[src/rtl/common_types_pkg.sv]
// Types shared across the core datapath: register-file word and register index.
package common_types_pkg;

    typedef logic [31:0] word_t;
    typedef logic [4:0]  regbits_t;

    localparam regbits_t RF_ZERO_REG = 5'd0;

endpackage

[src/rtl/rr_arbiter.sv]
// Round-robin arbiter: owns the rotating priority pointer and issues at most one
// grant per cycle, starting the search at the pointer and wrapping.
module rr_arbiter #(
    parameter int N = 3
) (
    input  logic         clk,
    input  logic         rst,
    input  logic [N-1:0] req,
    input  logic         hold,
    output logic [N-1:0] gnt,
    output logic         any
);

    localparam int PTR_W = (N > 1) ? $clog2(N) : 1;

    logic [PTR_W-1:0] ptr;
    logic [PTR_W-1:0] ptr_nxt;
    logic             found;

    // Distance-ordered scan: the first valid requester at offset k from ptr wins.
    always_comb begin
        gnt     = '0;
        ptr_nxt = ptr;
        found   = 1'b0;
        if (!rst && !hold) begin
            for (int k = 0; k < N; k++) begin
                for (int i = 0; i < N; i++) begin
                    if (!found && req[i] && (i == ((int'(ptr) + k) % N))) begin
                        gnt[i]  = 1'b1;
                        ptr_nxt = PTR_W'((i + 1) % N);
                        found   = 1'b1;
                    end
                end
            end
        end
    end

    assign any = |gnt;

    always_ff @(posedge clk) begin
        if (rst) begin
            ptr <= '0;
        end else begin
            ptr <= ptr_nxt;
        end
    end

endmodule

[src/rtl/writeback_arbiter.sv]
// Shares the register file write port between NUM_REQ writeback sources; the
// winning write is registered for one cycle, plus a saturating contention counter.
module writeback_arbiter
    import common_types_pkg::*;
#(
    parameter int NUM_REQ = 3,
    parameter int CNT_W   = 16
) (
    input  logic                    clk,
    input  logic                    rst,
    input  logic [NUM_REQ-1:0]      req_valid,
    input  logic [NUM_REQ*5-1:0]    req_rd,
    input  logic [NUM_REQ*32-1:0]   req_data,
    output logic [NUM_REQ-1:0]      req_ready,
    input  logic                    hold,
    output logic                    wen,
    output logic [4:0]              wsel,
    output logic [31:0]             wdat,
    output logic [CNT_W-1:0]        conflict_cnt
);

    logic [NUM_REQ-1:0] gnt;
    logic               any;
    regbits_t           sel_rd;
    word_t              sel_data;
    logic               seen_one;
    logic               multi;

    rr_arbiter #(.N(NUM_REQ)) u_arb (
        .clk  (clk),
        .rst  (rst),
        .req  (req_valid),
        .hold (hold),
        .gnt  (gnt),
        .any  (any)
    );

    assign req_ready = gnt;

    // gnt is one-hot, so an OR-reduction of the masked lanes is the mux.
    always_comb begin
        sel_rd   = '0;
        sel_data = '0;
        for (int i = 0; i < NUM_REQ; i++) begin
            if (gnt[i]) begin
                sel_rd   = sel_rd | req_rd[i*5 +: 5];
                sel_data = sel_data | req_data[i*32 +: 32];
            end
        end
    end

    always_comb begin
        seen_one = 1'b0;
        multi    = 1'b0;
        for (int i = 0; i < NUM_REQ; i++) begin
            if (req_valid[i]) begin
                if (seen_one) begin
                    multi = 1'b1;
                end
                seen_one = 1'b1;
            end
        end
    end

    // Writes to x0 still consume the grant but are kept off the write port.
    always_ff @(posedge clk) begin
        if (rst) begin
            wen  <= 1'b0;
            wsel <= '0;
            wdat <= '0;
        end else begin
            wen <= any && (sel_rd != RF_ZERO_REG);
            if (any) begin
                wsel <= sel_rd;
                wdat <= sel_data;
            end
        end
    end

    always_ff @(posedge clk) begin
        if (rst) begin
            conflict_cnt <= '0;
        end else if (multi && !hold && (conflict_cnt != {CNT_W{1'b1}})) begin
            conflict_cnt <= conflict_cnt + 1'b1;
        end
    end

endmodule

[config.mk]
export PLATFORM = sky130hd
export DESIGN_NAME = writeback_arbiter
export DESIGN_NICKNAME = d
export VERILOG_FILES = /design/src/rtl/common_types_pkg.sv /design/src/rtl/rr_arbiter.sv /design/src/rtl/writeback_arbiter.sv
export SDC_FILE = /design/constraint.sdc
export NUM_CORES = 1
export LEC_CHECK = 0
export ABC_AREA = 1
export CORE_MARGIN = 1.5
export CORE_UTILIZATION = 37
export CTS_CLUSTER_DIAMETER = 80
export DETAILED_ROUTE_END_ITERATION = 7
export PLACE_DENSITY = 0.76
export SYNTH_ARGS = -nofsm -noshare
export SYNTH_HDL_FRONTEND = slang
export SYNTH_SLANG_ARGS = --single-unit
export TNS_END_PERCENT = 20
[constraint.sdc]
create_clock -name clk -period 1.85 [get_ports clk]
set_input_delay 0.37 -clock clk [delete_from_list [all_inputs] [get_ports clk]]
set_output_delay 0.37 -clock clk [all_outputs]
set_load 0.02 [all_outputs]
* Word-level counts from Yosys, hierarchy flattened
Index checks and enable logic that the tools add are counted. Widths: inputs -> output; s select.
Storage, ports and cells: bits in registers 56, bits of input ports 117, output and inout port bits 57
Operators by class: eq/ne operators 7, mux-type cells 46, add/sub/neg operators 3, divide/modulo/power cells 3, bitwise logic cells 4, reduce and logical (&&, ||, !) cells 38
Operators with widths (number):
- $eq 2x32->1 const A | 3
- $eq 3x32->1 const A | 3
- $logic_not 32->1 | 3
- $mux 32 | 3
- $mod 32x3->32 const B | 2
- $or 32x32->32 | 2
- $mod 3x3->32 const B | 1
- $mux 1 | 30
- $logic_and 1x1->1 | 21
- $mux 2 | 9
- $add 16x1->16 const B | 1
- $ne 16x16->1 const B | 1
- $mux 5 | 3
- $logic_not 1->1 | 10
- $or 5x5->5 | 2
- $reduce_bool 9->1 | 1
- $reduce_bool 5->1 | 1
- $add 2x1->3 const B | 1
- $add 2x2->3 const B | 1
- $mux 3 | 1
- $reduce_or 3->1 | 1
- $reduce_and 2->1 | 1

* Depth between registers and ports, before layout
depth after elaboration 52, mapped depth 17, mapped depth without buffers 15

* Modules after synthesis
Synthesis repeated with hierarchy kept, for this count alone.
Second synthesis, totals: cell total of the unflattened synthesis 458, area, all modules 3123.0 um^2
Modules (own cells, without submodules):
- writeback_arbiter | cells an instance 405, sequential area each 1081.0 um^2, times used 1, area an instance 2822.7 um^2
- rr_arbiter | cells an instance 53, sequential area each 40.0 um^2, times used 1, area an instance 300.3 um^2

* Least setup slack after synthesis
No wires, ideal clock.
path kind register to register, from register u_arb.ptr[0], to register wdat[0], library setup time 113 ps, clock period less this slack 2027 ps, arrival 1915 ps, stages on the path, launching flop included 14, path slack -177 ps, path through dfxtp_1 > inv_1 > ha_1 > nand2_1 > nand4_1 > nor2_1 > nand3_1 > nand3_1 > and2_1 > nor2_2 > buf_6 > buf_6 > nor2_1 > nor2_1
Between the ends: elaborated cells between the ends (all ways) 70, classes of those cells 2 x add/sub; 3 x div; 6 x eq/ne; 28 x mux; 2 x bitwise; 29 x reduce/logical
RTL lines:
- from (decl) | RTL line rr_arbiter.sv:16 | logic [PTR_W-1:0] ptr;
- from (signal assigned) | RTL line rr_arbiter.sv:44 | ptr <= ptr_nxt;
- branches (longest 33 deep; another with $mod 32x3->32)
- $mux 1 * | RTL line rr_arbiter.sv:28 | if (!found && req[i] && (i == ((int'(ptr) + k) % N))) begin
- $mux 3 * | RTL line rr_arbiter.sv:25 | if (!rst && !hold) begin
- via req_ready[0] | RTL line writeback_arbiter.sv:14 | output logic [NUM_REQ-1:0] req_ready,
- $mux 32 | RTL line writeback_arbiter.sv:45 | if (gnt[i]) begin
- $or 32x32->32 | RTL line writeback_arbiter.sv:47 | sel_data = sel_data | req_data[i*32 +: 32];
- $mux 32 | RTL line writeback_arbiter.sv:45
- $or 32x32->32 | RTL line writeback_arbiter.sv:47
- $mux 32 | RTL line writeback_arbiter.sv:45
- to (signal assigned) | RTL line writeback_arbiter.sv:75 | wdat <= sel_data;
- to (decl) | RTL line writeback_arbiter.sv:18 | output logic [31:0] wdat,
Mark *: on every way through the listed nets, which the timed path passes. The select of a mux whose other input is x is not followed. A chain may end at the register's enable or synchronous reset.

* Worst setup path after layout
from input port req_valid[1], to output port req_ready[1]
Between the ends: longest elaborated chain between the ends 34, elaborated cells between the ends (all ways) 36, classes of those cells 16 x mux; 20 x reduce/logical
RTL lines:
- from (decl) | RTL line writeback_arbiter.sv:11 | input logic [NUM_REQ-1:0] req_valid,
- $logic_and 1x1->1 (2 in series) | RTL line rr_arbiter.sv:28
- $mux 1 | RTL line rr_arbiter.sv:28
- $mux 1 | RTL line rr_arbiter.sv:25
- $logic_not 1->1 | RTL line rr_arbiter.sv:28
- $logic_and 1x1->1 (2 in series) | RTL line rr_arbiter.sv:28
- $mux 1 | RTL line rr_arbiter.sv:28
- $mux 1 | RTL line rr_arbiter.sv:25
- $logic_not 1->1 | RTL line rr_arbiter.sv:28
- [... 14 more ...]
- $logic_not 1->1 | RTL line rr_arbiter.sv:28
- $logic_and 1x1->1 (2 in series) | RTL line rr_arbiter.sv:28
- $mux 1 | RTL line rr_arbiter.sv:28
- $mux 1 | RTL line rr_arbiter.sv:25
- $logic_not 1->1 | RTL line rr_arbiter.sv:28
- $logic_and 1x1->1 (2 in series) | RTL line rr_arbiter.sv:28
- $mux 1 * | RTL line rr_arbiter.sv:28
- $mux 3 * | RTL line rr_arbiter.sv:25
- to (decl) | RTL line writeback_arbiter.sv:14
Mark *: on every way between the ends. The rest lies on a longest branch, timed or not. The select of a mux whose other input is x is not followed.

==> impl_metrics.json <==
{
  "drt_iter0_drc": 199,
  "grt_pass1_vias": 4019,
  "fin_skew_ns": 0.0141,
  "syn_inst": 576,
  "die_w_um": 99.8,
  "synth_area_mm2": 0.00347,
  "synth_cell_type_count": 24,
  "tns_ns": -10.87,
  "final_cell_mix": "clkdlybuf4s50_1, nand3_1, nand2_1",
  "overflow": 0,
  "mostFrequentLayoutCell": "clkdlybuf4s50_1",
  "yosysSeqAreaShare_pct": 32.3,
  "postCtsHoldBufs": 0,
  "nFillCells": 803,
  "die_y_um": 99.8,
  "fin_total_pwr_mw": 3.99,
  "cts_buffer_depth": 2,
  "pwr-share-comb_pct": 46.7,
  "grt_max_degree": 70,
  "numCtsBuffers": 5,
  "synth_top_area_cell": "dfxtp_1",
  "synth-seq-cells": 56,
  "root_buffer": "clkbuf_8",
  "grt_pass1_wl_um": 19000,
  "clk_pin_slew_ns": 0.11,
  "insertion_delay_ns": 0.31,
  "tightest_slew_ns": 0.410,
  "drt-vias-per-instance": 5.14,
  "powerDensity_mw_per_mm2": 680,
  "nNetsFinal": 878,
  "fin_crit_sh_pct": 116,
  "timing.slew.headroom_pct": 72.7,
  "clkPwrFrac_pct": 17.9,
  "outcome": "complete, but fails checks",
  "gp_congestion": 0.896,
  "area_growth_pct": 69.3,
  "cts_tree": "yes",
  "p_switching_mw": 1.45,
  "post-route-drc-count": 0,
  "drive_gt1_share_pct": 12.6,
  "clock-sinks": 56,
  "cp.arrival_ns": 1.78,
  "rsz0062_at_grt": "yes",
  "core_mm2": 0.00915,
  "io_pins": 174,
  "start_util_pct": 37.9,
  "row_count": 35,
  "dp_hpwl_um": 8930,
  "slew_violations": 0,
  "max-cap-violations": 0,
  "dieArea_mm2": 0.00997,
  "irDropWorstVdd_v": 0.000377,
  "io_buffers": 173,
  "wl_um": 13200,
  "ys_warn_count": 0,
  "clock.fmax_mhz": 465,
  "startpoint_type": "input port",
  "vias": 4471,
  "antenna_left": 0,
  "crit_fanout": 4,
  "synth_top_area_share_pct": 32.3,
  "diodes": 0,
  "track_usage_pct": 23.2,
  "postSynthAreaPerCell_um2": 6.02,
  "drt_pass1_iterations": 4,
  "antenna_found_initial": 0,
  "h-tree-depth": 2,
  "required_ns": 1.48,
  "period_minus_slack_ns": 2.15,
  "wire_per_inst_um": 15.2,
  "p_sw_share_pct": 36.3,
  "syn_nets": 696,
  "postPlaceCellArea_mm2": 0.00542,
  "intPower_mw": 2.54,
  "synth_area_leaders": "dfxtp_1, nand3_1, nand2_1, nor2_1, inv_1",
  "pwr-share-seq_pct": 35.4,
  "cp-end-kind": "primary output",
  "hold_viol": 0,
  "leakagePower_nw": 2.51,
  "setup_viol": 48,
  "hold_path.class": "reg -> reg",
  "finalWorstSetupSlack_ns": -0.299,
  "violations": "setup timing",
  "timing_worst_setup_path_type": "in -> out",
  "final_cell_area_mm2": 0.00587,
  "final_util_pct": 64.2
}
## flip-flops by register name (all words and copies together), names as in the netlist
register      count
wdat             32
wsel              5
u_arb.ptr         2
conflict_cnt     16
wen               1
## worst paths after layout
| kind | from | end | slack (ns) | depth (start not counted) |
|---|---|---|---|---|
| max | req_valid[1] | req_ready[1] | -0.30 | 9 |
| min | wsel[2] | wsel[2] | 0.48 | 2 |
| max reg2reg | u_arb.ptr[0] | wsel[0] | -0.29 | 16 |
| min reg2reg | wsel[2] | wsel[2] | 0.48 | 2 |
## routing by layer
layer,GRT usage (%),wire [µm]
met2,41.4,6460
met1,29.1,5720
met4,5.09,238
met5,0,0
met3,4.11,784
## cell type report
type,count,area (µm²),share of cell area (%)
inverters,63,239,4.07
clock inverters,1,7.51,0.128
flip-flops and latches,56,1130,19.2
clock buffers,7,86.3,1.47
repair buffers,212,2190,37.4
well taps,111,139,2.36
multi-input cells,420,2080,35.4
## synthesized netlist by cell type
library cell	number
clkbuf_1	16
o21a_1	2
and2_1	1
nor3_1	7
inv_2	1
xnor2_1	1
nand4_1	9
nor2_1	92
buf_6	6
ha_1	3
buf_1	1
a211oi_1	1
a31oi_1	1
inv_1	61
dfxtp_1	56
a221oi_1	1
clkinv_1	1
buf_2	14
o21ai_0	6
nand3_1	160
nor2_2	2
xor2_1	3
nand2_1	113
a21oi_1	18
## worst max-delay path, cell delays in order
cell,delay (ns)
clkdlybuf4s50_1,0.50
nand2_4,0.14
nand4_1,0.16
nor2_4,0.16
nand4_1,0.08
nand2_1,0.09
nand2_1,0.07
inv_1,0.08
buf_6,0.12
## power groups by stage
stage	Sequential (mW)	Combinational [mW]	Clock, mW
5_1_grt	1.43	2.00	0.770
6_report	1.41	1.87	0.713
2_1_floorplan	1.59	0.706	0
3_5_place_dp	1.44	1.58	0
3_3_place_gp	1.43	1.55	0
4_1_cts	1.41	1.62	0.724
## per-stage QoR
| stage | setup WS [ns] | instances | hold slack [ns] |
|---|---|---|---|
| floorplan | 0.0246 | 576 | 0.467 |
| CTS | -0.237 | 861 | 0.481 |
| detailed placement | -0.819 | 851 | 0.467 |
| global route | -0.379 | 870 | 0.502 |
| finish | -0.299 | 870 | 0.478 |
| global placement | -0.687 | 851 | 0.448 |
## timing repair
action                     in CTS  in global routing
pin swaps                       9                  7
buffers inserted                2                  2
gates resized for setup        34                 42
setup endpoints to repair      51                 59
gates cloned                    0                  7
## logic make-up (layout without fill, tap and decap cells)
| logic type | Yosys count | in the layout | synth area share [%] |
|---|---|---|---|
| adders and majority gates | 3 | 3 | 1.08 |
| and+or+nand+nor | 384 | 384 | 48.4 |
| xor gates and xnor gates | 4 | 4 | 1.01 |
| buffers and inverters | 100 | 283 | 12.6 |
| DFF | 56 | 56 | 32.3 |
| AOI/OAI and AO/OA | 29 | 29 | 4.54 |
No activity file was read; power rests on OpenSTA's default activity.
==> edit, RTL diff (same settings) <==
The parameter `CNT_W` goes from 16 to 14.
--- a/src/rtl/writeback_arbiter.sv
+++ b/src/rtl/writeback_arbiter.sv
@@ -5,5 +5,5 @@
 #(
     parameter int NUM_REQ = 3,
-    parameter int CNT_W   = 16
+    parameter int CNT_W   = 14
 ) (
     input  logic                    clk,
Interface: changed (resized conflict_cnt); port bits go from 174 to 172. No check against the original RTL was run, so the function may have changed too.
==> edit against the unedited design <==
The flow still finishes with violations (negative setup slack); sequential power decreased by 4%; sequential cell count decreased by 2; area after synthesis decreased by 3.9%; largest cell class unchanged; power decreased by 1.3%; critical path depth increased by 6; die area decreased by 3.7%; utilization increased by 1.8 points; routed wire length decreased by 12%; maximum frequency decreased by 0.47%; cell area decreased by 2.1%; worst setup slack got worse by 10 ps; global-route usage decreased by 1.5 points.
==> edit: results (changes against the unedited design) <==
• **GR Util met3** 6.16%, +2.0 points
• **nets** 851, -3.1%
• **total clock network power** 0.712 mW, about the same
• **WL met1** 4510 um, -21%
• **synth cell count leaders** nand3_1, nand2_1, nor2_1, inv_1, dfxtp_1
• **final routed wirelength across all metal layers** 11700 um, -12%
• **largest net degree at the start of global routing** 58, -17%
• **end of the worst hold path** wsel[0]$_SDFFE_PP0P_
• **first-pass GRT wire length** 17400 um, -8.2%
• **Relative slew margins** 64.9%, -7.8 points
• **Post-Syn Instances** 554, -3.8%
• **met1 Resource Use GR** 24.3%, -4.8 points
• **global-route track usage on met2** 39.5%, -1.9 points
• **fraction of layout cells with a size suffix above 1** 13.9%, +1.3 points
• **Cell Count Post-Placement** 821, -3.5%
• **run status** complete, but fails checks
• **port bufs** 171, -1.2%
• **power dissipated by switching net loads** 1.43 mW, -1.6%
• **final count of negative-setup-slack endpoints** 43, -10%
• **share of the synthesized area in compound gates (AO/OA/AOI/OAI)** 3.53%, -1.0 points
• **startpoint of the worst hold path** wsel[0]$_SDFFE_PP0P_
• **Total GRT Usage** 21.7%, -1.5 points
• **largest registers in the final layout** wdat (32), conflict_cnt (14), wsel (5)
• **largest vdd supply drop** 0.365 mV, -3.3%
• **violations in the final reports** negative setup slack
• **number of distinct library cells after synthesis** 26, +8.3%
• **fillers** 755, -6.0%
• **post-route worst hold slack** 472 ps, -5.48 ps
• **post-route setup slack** -309 ps, -10.2 ps
• **depth of the worst register-to-register path** 15, -1
• **final-layout setup total negative slack** -11290 ps, -420 ps
• **critical path startpoint category** flop
• **adder-cell area share of the yosys netlist** 1.13%, +0.043 points
• **placed cell areas** 5230 um2, -3.4%
• **highest-delay cell along the critical path** dfxtp_2
## edit: cell types whose count changed after synthesis, sizes merged, moves of 7 or more
cell,change
buf,+8
clkbuf,-8
nand2,-8
a21oi,-7
## edit: area by class of cell
| cell class | instances | area [um2] | area share (%) |
|---|---|---|---|
| Sequential cell | 54 | 1090 | 18.9 |
| Inverter | 62 | 233 | 4.05 |
| Multi-Input combinational cell | 401 | 2010 | 35.0 |
| Timing Repair Buffer | 207 | 2190 | 38.0 |
| Clock inverter | 2 | 16.3 | 0.283 |
| Clock buffer | 6 | 82.6 | 1.44 |
| Tap cell | 108 | 135 | 2.35 |
## edit: what timing repair did
action | 4_1_cts | 5_1_grt
resized for setup | 26 | 62
pin swaps | 10 | 9
setup endpoints to repair | 43 | 50
gates cloned | 0 | 8
hold endpoints to repair | 0 | 0
setup buffers | 1 | 2
